[src/rtl/ws2812b_decoder.sv]
// WS2812B serial line decoder: classifies synchronised high-pulse widths into bits,
// assembles 24-bit GRB words MSB first, and reports pixels, frame latches and errors.
module ws2812b_decoder #(
  parameter int ONE_THRESHOLD = 8,
  parameter int MIN_HIGH      = 2,
  parameter int MAX_HIGH      = 14,
  parameter int RESET_CYCLES  = 600,
  parameter int INDEX_WIDTH   = 6
) (
  input  logic                   clk,
  input  logic                   reset,
  input  logic                   din,
  output logic [23:0]            pixel_data,
  output logic                   pixel_valid,
  output logic [INDEX_WIDTH-1:0] pixel_index,
  output logic                   frame_done,
  output logic                   error
);

  typedef enum logic [1:0] {SYNC, IDLE, HIGH, LOW} state_t;

  localparam int HIGH_W = $clog2(MAX_HIGH + 2);
  localparam int LOW_W  = $clog2(RESET_CYCLES + 1);

  localparam logic [HIGH_W-1:0] HIGH_SAT = HIGH_W'(MAX_HIGH + 1);
  localparam logic [HIGH_W-1:0] HIGH_MIN = HIGH_W'(MIN_HIGH);
  localparam logic [HIGH_W-1:0] HIGH_MAX = HIGH_W'(MAX_HIGH);
  localparam logic [HIGH_W-1:0] HIGH_ONE = HIGH_W'(ONE_THRESHOLD);
  localparam logic [LOW_W-1:0]  LOW_SAT  = LOW_W'(RESET_CYCLES);

  logic                   meta_q, meta_d;
  logic                   ds_q, ds_d;
  logic [HIGH_W-1:0]      high_cnt_q, high_cnt_d;
  logic [LOW_W-1:0]       low_cnt_q, low_cnt_d;
  state_t                 state_q, state_d;
  logic [22:0]            shift_q, shift_d;
  logic [4:0]             bit_cnt_q, bit_cnt_d;
  logic [23:0]            pixel_data_q, pixel_data_d;
  logic                   pixel_valid_q, pixel_valid_d;
  logic [INDEX_WIDTH-1:0] pixel_index_q, pixel_index_d;
  logic                   frame_done_q, frame_done_d;
  logic                   error_q, error_d;
  logic                   inc_pending_q, inc_pending_d;
  logic                   pix_seen_q, pix_seen_d;

  logic                   new_bit;
  logic [23:0]            word;

  // Pulse classification happens on the cycle the synchronised line is seen low
  // again, so high_cnt_q then holds the full high width of the pulse just ended.
  always_comb begin
    meta_d        = din;
    ds_d          = meta_q;
    high_cnt_d    = '0;
    low_cnt_d     = '0;
    state_d       = state_q;
    shift_d       = shift_q;
    bit_cnt_d     = bit_cnt_q;
    pixel_data_d  = pixel_data_q;
    pixel_valid_d = 1'b0;
    frame_done_d  = 1'b0;
    error_d       = 1'b0;
    inc_pending_d = 1'b0;
    pix_seen_d    = pix_seen_q;
    pixel_index_d = inc_pending_q ? pixel_index_q + INDEX_WIDTH'(1) : pixel_index_q;
    new_bit       = (high_cnt_q >= HIGH_ONE);
    word          = {shift_q, new_bit};

    if (ds_q) begin
      high_cnt_d = (high_cnt_q == HIGH_SAT) ? HIGH_SAT : high_cnt_q + HIGH_W'(1);
    end else begin
      low_cnt_d = (low_cnt_q == LOW_SAT) ? LOW_SAT : low_cnt_q + LOW_W'(1);
    end

    case (state_q)
      SYNC: begin
        if (low_cnt_q == LOW_SAT) begin
          state_d = IDLE;
        end
      end

      IDLE: begin
        if (ds_q) begin
          state_d = HIGH;
        end
      end

      HIGH: begin
        if (ds_q) begin
          if (high_cnt_q >= HIGH_MAX) begin
            error_d   = 1'b1;
            bit_cnt_d = '0;
            state_d   = SYNC;
          end
        end else if ((high_cnt_q < HIGH_MIN) || (high_cnt_q > HIGH_MAX)) begin
          error_d   = 1'b1;
          bit_cnt_d = '0;
          state_d   = SYNC;
        end else begin
          shift_d = word[22:0];
          state_d = LOW;
          if (bit_cnt_q == 5'd23) begin
            pixel_data_d  = word;
            pixel_valid_d = 1'b1;
            bit_cnt_d     = '0;
            inc_pending_d = 1'b1;
            pix_seen_d    = 1'b1;
          end else begin
            bit_cnt_d = bit_cnt_q + 5'd1;
          end
        end
      end

      LOW: begin
        // A latch with a partial word is reported as an error instead of a frame.
        if (low_cnt_q == LOW_SAT) begin
          if (bit_cnt_q != 5'd0) begin
            error_d = 1'b1;
          end else if (pix_seen_q) begin
            frame_done_d = 1'b1;
          end
          bit_cnt_d     = '0;
          pixel_index_d = '0;
          pix_seen_d    = 1'b0;
          state_d       = ds_q ? HIGH : IDLE;
        end else if (ds_q) begin
          state_d = HIGH;
        end
      end

      default: begin
        state_d = SYNC;
      end
    endcase
  end

  always_ff @(posedge clk) begin
    if (reset) begin
      meta_q        <= 1'b0;
      ds_q          <= 1'b0;
      high_cnt_q    <= '0;
      low_cnt_q     <= '0;
      state_q       <= SYNC;
      shift_q       <= '0;
      bit_cnt_q     <= '0;
      pixel_data_q  <= '0;
      pixel_valid_q <= 1'b0;
      pixel_index_q <= '0;
      frame_done_q  <= 1'b0;
      error_q       <= 1'b0;
      inc_pending_q <= 1'b0;
      pix_seen_q    <= 1'b0;
    end else begin
      meta_q        <= meta_d;
      ds_q          <= ds_d;
      high_cnt_q    <= high_cnt_d;
      low_cnt_q     <= low_cnt_d;
      state_q       <= state_d;
      shift_q       <= shift_d;
      bit_cnt_q     <= bit_cnt_d;
      pixel_data_q  <= pixel_data_d;
      pixel_valid_q <= pixel_valid_d;
      pixel_index_q <= pixel_index_d;
      frame_done_q  <= frame_done_d;
      error_q       <= error_d;
      inc_pending_q <= inc_pending_d;
      pix_seen_q    <= pix_seen_d;
    end
  end

  assign pixel_data  = pixel_data_q;
  assign pixel_valid = pixel_valid_q;
  assign pixel_index = pixel_index_q;
  assign frame_done  = frame_done_q;
  assign error       = error_q;

endmodule
[config.mk]
export PLATFORM = sky130hd
export DESIGN_NAME = ws2812b_decoder
export DESIGN_NICKNAME = d
export VERILOG_FILES = /design/src/rtl/ws2812b_decoder.sv
export SDC_FILE = /design/constraint.sdc
export NUM_CORES = 1
export LEC_CHECK = 0
export ABC_AREA = 1
export CORE_MARGIN = 4
export CORE_UTILIZATION = 58
export DETAILED_ROUTE_END_ITERATION = 8
export PLACE_DENSITY = 0.82
export SYNTH_ARGS = -nofsm -noshare
export SYNTH_HDL_FRONTEND = slang
export SYNTH_SLANG_ARGS = --single-unit
[constraint.sdc]
create_clock -name clk -period 2.3 [get_ports clk]
set_input_delay 0.575 -clock clk [delete_from_list [all_inputs] [get_ports clk]]
set_output_delay 0.575 -clock clk [all_outputs]
set_load 0.02 [all_outputs]
==> flow_summary.ini, run 1 <==
[outcome]
status = finished clean

[synth]
synth-seq-area-share_pct = 49.1
synthesis.area_um2 = 3260
yosysUniqueCellTypes = 35
yosys_warnings = 0
netlist_instances = 408
synth-seq-cells = 80
synth_top_area_share_pct = 49.1
yosys.area.top_type = dfxtp_1
syn_area_per_cell_um2 = 7.99
synthTopCellsByArea = dfxtp_1, nor2_1, o21ai_0, inv_1, nand2_1
synth_nets = 418

[final_layout]
nets = 452
area_growth_pct = 18.3
drive_gt1_share_pct = 11.2
antenna_cells = 0
final_util_pct = 70.5

[place]
place.detailed.hpwl_um = 4200
place.gp.congestion = 0.839
io_buffers = 35

[power_and_ir_drop]
p_per_area_nw_per_um2 = 669
p_leak_nw = 1.57
ir_drop_uv = 386

[detailed_routing]
drc = 0
vias_per_cell = 5.13
drtAntennaViolNets = 0
totalWireLength_um = 6190
drt_iter0_markers = 182
vias = 2664
first_pass_iters = 4
wl_per_cell_um = 11.9

[timing]
finClkSkew_ns = 0.0125
hold_slack_ns = 0.406
maxSlewViolCount = 0
tns_ns = 0
worstMarginPinSlew_ns = 0.393
max_freq_mhz = 495
rsz0062_at_grt = no
setup_violations = 0
timing.slew.headroom_pct = 73.8
period_share_pct = 87.8
period_minus_slack_ns = 2.02
hold_viol = 0

[setup_path]
crit_start = inc_pending_q
worstPathArrival_ns = 1.45
path_class = flop to output port
timing.rr.end = pixel_data[3]
crit_fanout = 7
cp_num_buf_inv = 1
slowest_stage = clkdlybuf4s50_1
crit_path_cell_trace = clkdlybuf4s50_1
cpLargestDelayFamily = buffers and inverters
critPathMaxStageDelay_ns = 0.65
end_kind = output port
rr_worst_depth = 8
required_ns = 1.73
reg2reg_from = state_q[0]
cp-start-kind = flop
r2r_slack_ns = 0.55

[global_route]
grt_use_total_pct = 18.2
grt_pass1_wl_um = 10500
antenna_found_initial = 0
grt_max_degree = 55
overflow = 0
first_global_vias = 2392

[clocking]
cts_root_buffer = clkbuf_8
postCtsSetupRepairBufs = 0
ctsHtreeMaxLevel = 3
clk_latency_ns = 0.34
hold_buffers = 0
cts.sinks = 80
numCtsBuffers = 9
cts_tree = done
clockBufferDepth = 2
clk_pin_slew_worst_paths_ns = 0.08
post_cts_resized = 0

[floorplanning]
pin_count = 36
chipWidth_um = 83.0
fp.dieH_um = 83.0
dieArea_um2 = 6890
core_area_um2 = 5470
rows = 27
start_util_pct = 59.6

[worst_hold_path]
hold_start = ds_d
min_path_cells = 2
min_path_type = flop to flop
holdPathEnd = ds_q

[flow_run]
drv_cap = 0
## where the power goes
| group | internal (W) | switching, W | total (W) |
|---|---|---|---|
| Clock | 0.000640 | 0.000492 | 0.00113 |
| Sequential | 0.00139 | 0.00000607 | 0.00140 |
| Combinational | 0.0000201 | 0.0000341 | 0.0000542 |
## metal layers
metal  wire length (um)  track usage (%)  share of wire (%)
met1               2830             22.4                 46
met2               2970             30.5                 48
met3                329             5.26                5.3
met4                 59             6.54               0.95
met5                  0                0                  0
## tightest hold or removal path: stages (launching register included)
cell and delay (ns):
dfxtp_1 0.30, inv_1 0.04, nor2_1 0.03
## cells in the mapped netlist
cell / n
nor2_1: 96
dfxtp_1: 80
o21ai_0: 54
inv_1: 37
nand2_1: 33
nor2_2: 19
a21oi_1: 17
nand3_1: 13
ha_1: 7
clkbuf_1: 6
nor3_1: 6
buf_2: 5
xor2_1: 4
nand2_2: 3
buf_12: 2
nand2_4: 2
nand4_1: 2
nor2_4: 2
nor3b_1: 2
o21ai_1: 2
or2_0: 2
a211oi_1: 1
a31oi_1: 1
clkbuf_2: 1
inv_6: 1
nand2_8: 1
nand3_2: 1
nand3_4: 1
nor2_8: 1
o2111ai_1: 1
o21a_1: 1
o21ai_2: 1
o21bai_1: 1
or2_2: 1
xnor2_1: 1
## metrics by stage
stage | power (W) | cells | cell area [um^2] | setup slack, ns
global route | 0.00267 | 519 | 3860 | 0.191
global placement | 0.00148 | 503 | 3640 | 0.534
CTS | 0.00259 | 519 | 3860 | 0.263
detailed placement | 0.00148 | 503 | 3640 | 0.464
finish | 0.00258 | 519 | 3860 | 0.280
floorplan | 0.00146 | 408 | 3260 | 0.886
## cell usage in the layout (no fill, tap or decap), types with 10 or more instances in the layout
cell              n
nor2_1           96
dfxtp_1          80
o21ai_0          54
inv_1            37
clkdlybuf4s50_1  35
nand2_1          33
nor2_2           19
a21oi_1          17
nand3_1          13
clkbuf_8         10
## worst max path at each step
stage,to,slack (ns),depth (start not counted)
2_1_floorplan,shift_q[1],0.89,5
3_3_place_gp,low_cnt_q[7],0.53,5
3_5_place_dp,pixel_index[1],0.46,5
4_1_cts,pixel_valid,0.26,1
5_1_grt,pixel_valid,0.19,1
6_report,pixel_valid,0.28,1
## cell families (layout without fill, tap and decap cells)
logic type                 count (synthesis)  after routing  synth area share [%]
xor gates and xnor gates                   5              5                  1.34
DFF                                       80             80                  49.1
buffers and inverters                     52             91                  7.37
adders and majority gates                  7              7                  2.69
and+or+nand+nor                          185            185                  26.9
AOI/OAI and AO/OA                         79             79                  12.6
## flip-flops by register name, indices dropped and copies added (netlist names)
register       cells
frame_done         1
shift_q           23
pixel_index        6
low_cnt_q         10
state_q            2
high_cnt_q         4
error              1
ds_q               1
inc_pending_q      1
ds_d               1
pix_seen_q         1
bit_cnt_q          5
pixel_data        24
## area by class of cell
class	count	area, um^2
Sequential cell	80	1600
Multi-Input combinational cell	276	1420
Fill cell	430	1620
Timing Repair Buffer	37	378
Clock inverter	5	80.1
Tap cell	72	90.1
Inverter	38	148
Clock buffer	11	141
Power figures use the tool's default switching activity.
==> inputs of run 2 (changes only) <==
Settings changed: CORE_UTILIZATION 58 to 35, CTS_CLUSTER_DIAMETER set to 100, GPL_TIMING_DRIVEN set to 1, PLACE_DENSITY 0.82 to 0.54.
==> flow_summary.ini, run 2 (synthesized netlist as in run 1, its figures left out) <==
[outcome]
status = finished clean

[global_route]
grt_pass1_wl_um = 11000
grt_use_total_pct = 12.1
grt_max_degree = 41
antenna_found_initial = 0
overflow = 0
first_global_vias = 2317

[setup_path]
crit_start = inc_pending_q
end_kind = output port
required_ns = 1.73
path_class = flop to output port
worstPathArrival_ns = 1.42
cp_num_buf_inv = 1
slowest_stage = clkdlybuf4s50_1
cp-start-kind = flop
crit_fanout = 7
crit_path_cell_trace = clkdlybuf4s50_1
critPathMaxStageDelay_ns = 0.65
reg2reg_from = state_q[0]
cpLargestDelayFamily = buffers and inverters

[clocking]
ctsHtreeMaxLevel = 3
postCtsSetupRepairBufs = 0
cts.sinks = 80
numCtsBuffers = 9
post_cts_resized = 0
clk_pin_slew_worst_paths_ns = 0.07
clockBufferDepth = 2
hold_buffers = 0
cts_root_buffer = clkbuf_8
clk_latency_ns = 0.34
cts_tree = done

[final_layout]
stdcell_count = 555
largest_reg_flops = 24
area_growth_pct = 18.4
final_util_pct = 43.4
drive_gt1_share_pct = 11.4
num-fill-cells = 920
nets = 453
layout_common_cells = nor2_1, dfxtp_1, o21ai_0
antenna_cells = 0
mostFrequentLayoutCell = nor2_1

[floorplanning]
fp.dieH_um = 105
pin_count = 36
rows = 34
dieArea_um2 = 10900
core_area_um2 = 8890
chipWidth_um = 105
start_util_pct = 36.7

[timing]
worstMarginPinSlew_ns = 0.409
hold_viol = 0
setup_violations = 0
hold_slack_ns = 0.405
finClkSkew_ns = 0.0116
max_freq_mhz = 501
timing.slew.headroom_pct = 72.7
period_minus_slack_ns = 2.00
period_share_pct = 86.8
rsz0062_at_grt = no
maxSlewViolCount = 0
tns_ns = 0

[power_and_ir_drop]
p_clk_share_pct = 40.1
finalPower_w = 0.00242
power_switching_w = 0.000518
internal_power_w = 0.00190
p_seq_share_pct = 57.7
comb_power_share_pct = 2.2
p_per_area_nw_per_um2 = 626
ir_drop_uv = 344
p_sw_share_pct = 21.4
p_leak_nw = 1.56

[place]
place_inst = 540
place.gp.congestion = 0.768
io_buffers = 35
place.detailed.hpwl_um = 4260

[detailed_routing]
vias = 2551
drc = 0
drtAntennaViolNets = 0
drt_iter0_markers = 124
wl_per_cell_um = 11.1
totalWireLength_um = 6140
first_pass_iters = 4
vias_per_cell = 4.60

[worst_hold_path]
hold_start = ds_d
min_path_type = flop to flop

[flow_run]
drv_cap = 0
==> run 2: per-stage QoR <==
step	instance area [um^2]	worst slack, ns
floorplan	3260	0.886
global placement	3680	0.536
detailed placement	3680	0.500
CTS	3860	0.276
global route	3860	0.210
finish	3860	0.303
==> run 2: layer usage <==
layer	part of all wire, %	GRT usage (%)	vias to the layer above
met1	52	16.0	1122
met3	4.7	4.35	7
met4	1.0	2.85	0
met2	43	18.8	47
met5	0	0	-
li1	-	-	1375
==> run 2: tightest hold or removal path, cell delays in order (launching register included) <==
cell and delay (ns):
dfxtp_1 0.30, inv_1 0.04, nor2_1 0.03
==> run 2: final timing paths <==
path | end | slack (ns) | cells after the start
hold reg to reg | ds_q | 0.41 | 2
hold / removal | ds_q | 0.41 | 2
setup / recovery | pixel_valid | 0.30 | 1
setup reg to reg | pixel_data[4] | 0.55 | 8
==> run 2: area by class of cell <==
cell class	instances	area (um^2)	share of cell area [%]
Clock buffer	9	124	3.21
Clock inverter	6	61.3	1.59
Inverter	38	148	3.82
Multi-Input combinational cell	276	1420	36.7
Sequential cell	80	1600	41.5
Tap cell	108	135	3.50
Timing Repair Buffer	38	373	9.66
==> run 2: power groups by stage <==
stage | Clock [W] | Combinational, W | Sequential, W
3_3_place_gp | 0 | 0.0000531 | 0.00143
3_5_place_dp | 0 | 0.0000535 | 0.00143
2_1_floorplan | 0 | 0.0000375 | 0.00143
5_1_grt | 0.00107 | 0.0000619 | 0.00140
6_report | 0.000970 | 0.0000525 | 0.00140
4_1_cts | 0.00101 | 0.0000536 | 0.00140
==> inputs of run 3 (changes only) <==
Settings changed: CAP_MARGIN set to 25.
==> results of run 3 <==
Final layout, timing and power as in run 2 (identical DEF).
==> RTL change, RTL diff (settings of run 2) <==
Make the reset (`reset`) asynchronous in one clocked block.
--- a/src/rtl/ws2812b_decoder.sv
+++ b/src/rtl/ws2812b_decoder.sv
@@ -134,7 +134,7 @@
     endcase
   end
 
-  always_ff @(posedge clk) begin
+  always_ff @(posedge clk or posedge reset) begin
     if (reset) begin
       meta_q        <= 1'b0;
       ds_q          <= 1'b0;
Check against the original RTL: same outputs for any inputs over 10 cycles, from zero or initial values and one cycle with reset high; that may be too few to reach the edited logic, so the function may still have changed.
==> RTL change against run 2 <==
Via count fell by 1.9%. Final cell count up 1.6%. Non-clock buffer count increased by 1. Highest routed layer unchanged. Largest power group unchanged. Critical path depth is 7 higher. Cell area is 9.7% higher. Sequential cell count is the same. Power grew 3.7%. Wire length grew 5.4%. Count of clock-buffer cells in the layout increased by 1. Setup slack improved by 16 ps. Fmax is 0.82% higher. Synthesized area is 10% higher.
==> RTL change: results (changes against run 2) <==
Critical path
  • Crit path largest cell delay: 510 ps (was 650 ps)
  • Slowest-stage cell, CP: dfrtp_1 (was clkdlybuf4s50_1)
  • Worst Path Arrival: 2210 ps (was 1420 ps)
  • Family with the most delay on the worst path: simple AND/OR/NAND/NOR gates (was buffers and inverters)
  • CP max FO: 48 (was 7)

Cells and area
  • Post-layout nets: 436 (was 453)
  • Layout cells sized above 1: 0.1160 (was 0.1141)
  • Max reg flops: 24 (unchanged)

Global route
  • Pin count of the biggest net entering global routing: 81 (was 41)
  • First-pass GRT wire length: 11.59 mm (was 11.00 mm)
  • Vias in the first global route: 2489 (was 2317)
  • GRT Total Usage: 0.1219 (was 0.1206)
  • Initial antenna violation count: 0 (unchanged)

CTS
  • Skew-Pair Late Insertion Delay: 340 ps (about the same)
  • Postcts setup bufs: 0 (unchanged)

Run status
  • Status: complete, no violations (unchanged)

Logic synthesis
  • Area contributors post-synth: dfrtp_1, nand2_1, inv_1, nand3_1, nand3_2 (was dfxtp_1, nor2_1, o21ai_0, inv_1, nand2_1)
  • Synth Net Count: 398 (was 418)
  • Synth Flop Type: dfrtp_1 (was dfxtp_1)
  • Seq/Total Area, Yosys: 0.5563 (was 0.4912)
  • Most common cell in the netlist: nand2_1 (was nor2_1)
  • Post-synthesis cell type count: 36 (was 35)
  • Top cells by count, synth: nand2_1, dfrtp_1, inv_1 (was nor2_1, dfxtp_1, o21ai_0)
  • Ys async rst share: 1.000 (was 0)

Timing
  • Worst rel slew slack: 0.7146 (was 0.7270)
  • Hold Vio Cnt, Final: 0 (unchanged)
  • Clk_skew: 8.266 ps (was 11.64 ps)

Route
  • First-iteration detailed-routing DRC count: 159 (was 124)
  • Drt wl/cell: 11.48 µm (was 11.06 µm)
  • Drt pass-1 iters: 4 (unchanged)
  • Vias per cell: 4.436 (was 4.596)

Pwr
  • Worst VDD drop: 0.3072 mV (was 0.3438 mV)
  • Pleak: 2.072 nW (was 1.564 nW)
  • Net load switching power: 0.5745 mW (was 0.5184 mW)

Place
  • Placement Setup Slack: 297.5 ps (was 499.8 ps)
  • Routability cong.: 0.8301 (was 0.7675)
  • IO Port Bufs: 35 (unchanged)
  • DP HPWL: 4.405 mm (was 4.261 mm)

Worst hold path
  • Hold WC Path Type: flop to flop (unchanged)
## RTL change: changes by cell type after synthesis, moves of 10 or more
cell | run 2 | this run
a21oi_1 | 17 | 7
nand3_2 | 1 | 11
o21ai_0 | 54 | 21
dfxtp_1 | 80 | 0
nand3_1 | 13 | 26
nand2_1 | 33 | 114
nor2_1 | 96 | 25
dfrtp_1 | 0 | 80
nor2_2 | 19 | 2
## RTL change: cells by family (layout without fill, tap and decap cells)
| logic type | after synthesis | count (layout) | share of synthesized area |
|---|---|---|---|
| simple gates | 197 | 197 | 0.2611 |
| flops | 80 | 80 | 0.5563 |
| buf+inv | 58 | 101 | 0.08067 |
| compound gates | 39 | 39 | 0.06050 |
| fa+ha+maj | 7 | 7 | 0.02434 |
| xor+xnor | 7 | 7 | 0.01704 |
## RTL change: path summary, 6_finish.rpt
| check | start | end | slack, ps | cells after the start |
|---|---|---|---|---|
| setup / recovery | ds_q$_DFF_PP0_ | pixel_data[21]$_DFFE_PP0P_ | 320 | 8 |
| hold / removal | ds_d$_DFF_PP0_ | ds_q$_DFF_PP0_ | 350 | 0 |
| setup reg to reg | ds_q$_DFF_PP0_ | pixel_data[21]$_DFFE_PP0P_ | 320 | 8 |
| hold reg to reg | ds_d$_DFF_PP0_ | ds_q$_DFF_PP0_ | 350 | 0 |
| max in group asynchronous | reset | pixel_data[2]$_DFFE_PP0P_ | 1280 | 3 |
| min in group asynchronous | reset | shift_q[17]$_DFFE_PP0P_ | 690 | 3 |
## RTL change: area by class of cell
| type | count | area [µm²] |
|---|---|---|
| fillers | 987 | 5673 |
| well taps | 133 | 166.4 |
| inverters | 46 | 181.4 |
| clock buffers | 10 | 127.6 |
| multi-input cells | 250 | 1306 |
| clock inverters | 6 | 60.06 |
| flip-flops and latches | 80 | 2002 |
| repair buffers | 39 | 392.9 |
## RTL change: metal layers
| metal | track usage | vias up | part of all wire |
|---|---|---|---|
| li1 | - | 1292 | - |
| met1 | 0.1722 | 1152 | 0.51 |
| met2 | 0.1744 | 46 | 0.43 |
| met3 | 0.02936 | 12 | 0.044 |
| met4 | 0.05966 | 0 | 0.019 |
| met5 | 0 | - | 0 |
## RTL change: per-stage QoR
step | area, µm² | hold WS, ps | std cells | utilization
global route | 4237 | 362.8 | 564 | 0.4275
detailed placement | 4049 | 334.7 | 548 | 0.4086
finish | 4237 | 352.9 | 564 | 0.4275
floorplan | 3602 | 331.2 | 388 | -
CTS | 4237 | 353.0 | 564 | 0.4275
global placement | 4049 | 335.1 | 548 | 0.4086
## RTL change: power by group through the flow
stage	logic [mW]	clock network, mW	registers, mW
3_5_place_dp	0.0796	0	1.46
4_1_cts	0.0802	1.04	1.43
3_3_place_gp	0.0790	0	1.46
5_1_grt	0.0902	1.10	1.43
6_report	0.0770	1.00	1.43
2_1_floorplan	0.0593	0	1.45
